[src/rtl/cpu_pkg.sv]
// Shared CPU front-end definitions: datapath widths and the fetch FSM state type.
package cpu_pkg;

  localparam int unsigned PC_W    = 16;
  localparam int unsigned INSTR_W = 16;

  typedef enum logic [1:0] {
    FETCH = 2'd0,
    WAIT  = 2'd1,
    HOLD  = 2'd2,
    KILL  = 2'd3
  } fetch_state_t;

endpackage

[src/rtl/pc_fetch_unit.sv]
// PC register plus single-outstanding instruction fetch with a one-entry decode buffer.
// Define FETCH_PERF_CNT_EN to add saturating fetch_cnt/flush_cnt counters.
module pc_fetch_unit
  import cpu_pkg::*;
#(
  parameter logic [PC_W-1:0] RESET_PC = 16'h0000,
  parameter logic [PC_W-1:0] PC_STEP  = 16'd1
) (
  input  logic               clk,
  input  logic               reset,
  input  logic [PC_W-1:0]    next_pc,
  output logic [PC_W-1:0]    pc_seq,
  input  logic               flush,
  output logic               imem_req,
  output logic [PC_W-1:0]    imem_addr,
  input  logic               imem_gnt,
  input  logic               imem_rvalid,
  input  logic [INSTR_W-1:0] imem_rdata,
  output logic               if_valid,
  input  logic               if_ready,
  output logic [INSTR_W-1:0] if_instr,
  output logic [PC_W-1:0]    if_pc
`ifdef FETCH_PERF_CNT_EN
  ,
  output logic [15:0]        fetch_cnt,
  output logic [15:0]        flush_cnt
`endif
);

  fetch_state_t    state_q;
  logic [PC_W-1:0] pc_q;

  assign imem_addr = pc_q;
  assign pc_seq    = pc_q + PC_STEP;
  // Gated by reset so no request escapes while the unit is held in reset.
  assign imem_req  = (state_q == FETCH) && !reset;

  always_ff @(posedge clk or posedge reset) begin
    if (reset) begin
      state_q  <= FETCH;
      pc_q     <= RESET_PC;
      if_valid <= 1'b0;
      if_instr <= '0;
      if_pc    <= '0;
    end else begin
      unique case (state_q)
        FETCH: begin
          if (flush) begin
            pc_q <= next_pc;
            // A grant coinciding with flush still yields a response that must be swallowed.
            if (imem_gnt) state_q <= KILL;
          end else if (imem_gnt) begin
            state_q <= WAIT;
          end
        end
        WAIT: begin
          if (flush) begin
            pc_q    <= next_pc;
            state_q <= imem_rvalid ? FETCH : KILL;
          end else if (imem_rvalid) begin
            if_instr <= imem_rdata;
            if_pc    <= pc_q;
            if_valid <= 1'b1;
            state_q  <= HOLD;
          end
        end
        HOLD: begin
          if (flush || if_ready) begin
            pc_q     <= next_pc;
            if_valid <= 1'b0;
            state_q  <= FETCH;
          end
        end
        KILL: begin
          if (flush) pc_q <= next_pc;
          if (imem_rvalid) state_q <= FETCH;
        end
        default: state_q <= FETCH;
      endcase
    end
  end

`ifdef FETCH_PERF_CNT_EN
  always_ff @(posedge clk or posedge reset) begin
    if (reset) begin
      fetch_cnt <= '0;
      flush_cnt <= '0;
    end else begin
      if (if_valid && if_ready && (fetch_cnt != 16'hFFFF)) fetch_cnt <= fetch_cnt + 16'd1;
      if (flush && (flush_cnt != 16'hFFFF)) flush_cnt <= flush_cnt + 16'd1;
    end
  end
`else
  // Counters not built in this configuration.
`endif

endmodule
[config.mk]
export PLATFORM = sky130hd
export DESIGN_NAME = pc_fetch_unit
export DESIGN_NICKNAME = d
export VERILOG_FILES = /design/src/rtl/cpu_pkg.sv /design/src/rtl/pc_fetch_unit.sv
export SDC_FILE = /design/constraint.sdc
export NUM_CORES = 1
export LEC_CHECK = 0
export BUFFER_PORTS_ARGS = -buffer_cell sky130_fd_sc_hd__buf_4
export CAP_MARGIN = 20
export CORE_UTILIZATION = 42
export DETAILED_ROUTE_END_ITERATION = 8
export GPL_TIMING_DRIVEN = 1
export PLACE_DENSITY_LB_ADDON = 0.25
export SLEW_MARGIN = 20
export SYNTH_ARGS = -nofsm -noshare
export SYNTH_HDL_FRONTEND = slang
export SYNTH_SLANG_ARGS = --single-unit
[constraint.sdc]
create_clock -name clk -period 1.6 [get_ports clk]
set_input_delay 0.16 -clock clk [delete_from_list [all_inputs] [get_ports clk]]
set_output_delay 0.16 -clock clk [all_outputs]
set_load 0.01 [all_outputs]
# Yosys cells after proc, flatten, opt, wreduce, memory -nomap -nowiden
# Cells that the tools add are included.
[word_totals] ff_bits=51 out_inout_bits=66
[classes] n_reduce_logical=10 n_mux=16 bitwise_logic=1 addsub=1 n_eq_ne=10
[ops] operator="16-bit two-way mux" count=2
[ops] operator="16-bit one-hot mux with 2 select lines" count=1
[ops] operator="16-bit by 1-bit adder with 16-bit output (second input constant)" count=1
[ops] operator="2-bit two-way mux" count=8
[ops] operator="2-bit inequality test (second input constant)" count=5
[ops] operator="2-bit one-hot mux with 4 select lines" count=1
[ops] operator="4-bit AND reduction" count=2
[ops] operator="2-bit equality test (second input constant)" count=2
[ops] operator="1-bit two-way mux" count=3
[ops] operator="3-bit inequality test (second input constant)" count=1
[ops] operator="3-bit AND reduction" count=1
[ops] operator="3-bit OR reduction" count=1
[ops] operator="2-bit by 1-bit equality test with 1-bit output (second input constant)" count=1
[ops] operator="2-bit zero test" count=1
[ops] operator="2-bit by 1-bit inequality test with 1-bit output (second input constant)" count=1
[ops] operator="1-bit one-hot mux with 2 select lines" count=1
[ops] operator="2-bit AND reduction" count=1
[ops] operator="2-bit nonzero test" count=1
[ops] operator="1-bit logical AND" count=1
[ops] operator="1-bit zero test" count=1
[ops] operator="1-bit logical OR" count=1
[ops] operator="1-bit inverter" count=1

# Longest topological paths before layout
[depth] depth_word=4 depth_mapped=5 depth_no_buf=4

# Least setup slack after synthesis
# Ideal clock, no wire load.
[synth_timing] path_type="register to output" from="register pc_q[0] (netlist: imem_addr[0])" to="output port pc_seq[14]" n_path_buf=0 arrival_ps=1305 path_slack_ps=135 path_stages_with_launch=5 required_ps=1440 path_cell_list="dfrtp_1 > ha_1 > nand4_1 > nor4_1 > xor2_1"
[synth_via] elab_chain_cells=1
[synth_lines] element="start, declared" line="pc_fetch_unit.sv:31" rtl="logic [PC_W-1:0] pc_q;"
[synth_lines] element="start signal, assigned" line="pc_fetch_unit.sv:49" rtl="pc_q <= next_pc;"
[synth_lines] element="start signal, assigned" line="pc_fetch_unit.sv:58" rtl="pc_q <= next_pc;"
[synth_lines] element="start signal, assigned" line="pc_fetch_unit.sv:69" rtl="pc_q <= next_pc;"
[synth_lines] element="16-bit by 1-bit adder with 16-bit output" line="pc_fetch_unit.sv:34" rtl="assign pc_seq = pc_q + PC_STEP;"
[synth_lines] element="end, declared" line="pc_fetch_unit.sv:12" rtl="output logic [PC_W-1:0] pc_seq,"
# Every way passes these cells.

# Worst setup path after layout
[layout_timing] from="register pc_q[1] (netlist: imem_addr[1])" to="output port pc_seq[12]"
# The elaborated chain is that of the path after synthesis.

==> results.ini <==
[outcome]
run_status=finished with violations
violations=negative setup slack

[layout]
instances_no_fill=370
n_antenna_cell=0
multiInputGateArea_sq_um=1132
fin_area_sq_um=3646
syn_to_final_growth_pct=54.43
seq_area_sq_um=1280
final_nets=338
nFillCells=384
drive_above_1_share_pct=69.67

[grt]
grt_overflow=0
track_usage_pct=20.94
grt_max_degree=52
grt_pass1_vias=1941
antenna_found_initial=0
grt_pass1_wl_microns=9563

[critical_path]
crit_fanout=3
worstSetupPathType=flop to output port
regToRegSetupSlack_ns=0.12
cp_slowest_cell=dfrtp_1
worstPathCellList=ha_2 > nand4_1 > nor4_2 > xor2_1 > buf_4
critPathLaunchType=flop
crit_arrival_ns=1.68
cp-end-kind=output port
required_ns=1.44
critical_path.max_stage_delay_ns=0.41
ff2ff_path_depth=4
r2r_start=state_q[1]$_DFFE_PP0P_
reg2reg_to=if_pc[4]$_DFFE_PP0P_

[route]
dr.first_iter.drc_count=61
drc=0
postRouteAntennaNets=0
vias=1835
viasPerCell=4.959
drtPass1Iterations=4
drt-wirelength-per-cell_microns=15.94
route.final.wire_length_microns=5898

[worst_hold_path]
hold_start=imem_rvalid
min_to=state_q[0]$_DFFE_PP0P_
hold_class=input pin to flop
hold_depth=2

[logic_synthesis]
synth_top_family_by_area=multiplexers
synth-simple-area-share_pct=7.207
synth_fa_ha_area_share_pct=0.5299
syn-cell-area_sq_um=2361
synth-seq-cells=51
syn_nets=203
seq_area_frac_synth_pct=54.05
syn-mean-instance-area_sq_um=14.40
postSynthCellCount=164
synth_cell_type_count=23
synth_warnings=0
synth_compound_area_share_pct=1.961
synth.area.mux_share_pct=27.66
synth_xor_area_share_pct=5.564

[power]
p_leak_uw=0.001782
report.power.total_uw=5774
peakVddDrop_uv=714.2
powerDensity_nw_per_um2=1584

[floorplan]
core_sq_um=5270
initial_core_util_pct=44.80
die_height_microns=76.98
dieArea_sq_um=5925
io_pins=104
fp-row-count=26
die_x_microns=76.98

[sta]
final-setup-viol-count=13
max_freq_ghz=0.5421
slew_headroom_pct=78.67
post-route-period-util_pct=115.3
slew_viol_final=0
period_minus_slack_ns=1.845
worst_pin_slew_ns=0.3190
fin_skew_ns=0.007515
rsz0062_at_grt=yes
worst_slack_ns=-0.2447
hold_violations=0

[placed_design]
dp_cells=350
io_buffers=103
place.detailed.hpwl_microns=4127
gp_congestion=0.8026
dpl-instance-area_sq_um=3342
dp_slack_ns=0.03364

[clocking]
clkTransAtPathRegs_ns=0.09
cts_buffer_depth=2
cts_tree=done
clockRootBuffer=clkbuf_8
clk_latency_ns=0.31
cts_inserted_buffers=5
cts_sinks=51
htree_levels=2

[flow_run]
cap_viol_max_count=0

==> critical path, delay by kind of cell (launching register included) <==
kind                       cells  cell delay (ns)
xor gates and xnor gates       1             0.17
buffers and inverters          1             0.14
DFF                            1             0.41
and+or+nand+nor                2             0.47
adders and majority gates      1             0.20
==> sequential cells by signal, indices dropped and copies added (netlist names) <==
signal and cells:
if_instr 16, if_pc 16, if_valid 1, imem_addr 16, state_q 2
==> metal layers <==
metal / GRT usage [%] / routed length (microns) / up-vias
li1: - / - / 848
met1: 24.77 / 2440 / 894
met2: 36.70 / 2931 / 75
met3: 4.643 / 323 / 18
met4: 8.491 / 202 / 0
met5: 0 / 0 / -
==> cells in the mapped netlist, drive strengths merged <==
master | n | area [sq um]
nor2 | 7 | 28.78
dfrtp | 51 | 1276
a31oi | 1 | 12.51
mux2 | 48 | 653.1
nand2 | 5 | 18.77
nand3 | 6 | 35.03
xor2 | 12 | 105.1
and3 | 1 | 11.26
nor2b | 1 | 6.260
a21oi | 2 | 10.01
a221oi | 1 | 8.760
nor4 | 4 | 25.02
inv | 5 | 18.77
nand4 | 4 | 25.02
nor3 | 4 | 20.02
buf | 5 | 52.55
xnor2 | 3 | 26.28
ha | 1 | 12.51
o21ai | 3 | 15.01
==> worst max-delay path by stage <==
| stage | cells past startpoint | end | startpoint | slack, ns |
|---|---|---|---|---|
| floorplan | 4 | pc_seq[14] | imem_addr[0]$_DFFE_PP0P_ | 0.14 |
| global placement | 5 | pc_seq[12] | imem_addr[0]$_DFFE_PP0P_ | 0.12 |
| detailed placement | 5 | pc_seq[11] | imem_addr[1]$_DFFE_PP0P_ | 0.03 |
| CTS | 5 | pc_seq[12] | imem_addr[0]$_DFFE_PP0P_ | -0.20 |
| global route | 5 | pc_seq[8] | imem_addr[0]$_DFFE_PP0P_ | -0.32 |
| finish | 5 | pc_seq[12] | imem_addr[1]$_DFFE_PP0P_ | -0.24 |
==> cell families (layout without fill, tap and decap cells) <==
family / count (synthesis) / after routing
mux: 48 / 48
flops: 51 / 51
buf+inv: 10 / 145
simple gates: 32 / 33
compound gates: 7 / 7
fa+ha+maj: 1 / 1
xor+xnor: 15 / 15
==> metrics by stage <==
step | setup TNS (ns) | hold slack [ns] | utilization, %
floorplan | 0 | 0.2564 | -
global placement | 0 | 0.2370 | 63.41
CTS | -1.242 | 0.07090 | 68.68
global route | -2.784 | 0.07737 | 69.18
finish | -1.933 | 0.07141 | 69.18
detailed placement | 0 | 0.2369 | 63.41
==> placed cells by master (no fill, tap or decap), types with 4 or more instances in the layout <==
master	n
nand2_1	5
xor2_1	12
dfrtp_1	48
nand4_1	4
buf_4	125
nand3_1	4
mux2_2	18
inv_1	4
clkbuf_8	5
mux2_4	30
==> area by class of cell <==
cell class	count	area share (%)
clock buffer	6	1.990
clock inverter	2	0.3432
inverter	5	0.5148
multi-input combinational	104	31.06
sequential	51	35.11
tap	70	2.402
timing repair buffer	132	28.59
==> where the power goes <==
part | switching, uW | total (uW) | internal [uW] | leakage (uW)
registers | 419 | 2240 | 1820 | 0.000607
clock network | 405 | 711 | 306 | 0.0000412
logic | 1100 | 2830 | 1730 | 0.00113
total | 1920 | 5770 | 3850 | 0.00178
==> what timing repair did <==
| item | CTS | global route |
|---|---|---|
| setup endpoints to repair | 11 | 13 |
| cloned | 1 | 0 |
| hold buffers | 1 | 0 |
| resized for setup | 22 | 4 |
| pin swaps | 13 | 5 |
| endpoints found under the hold margin | 51 | 0 |
| buffers inserted | 10 | 0 |
(Power assumes the default switching activity.)
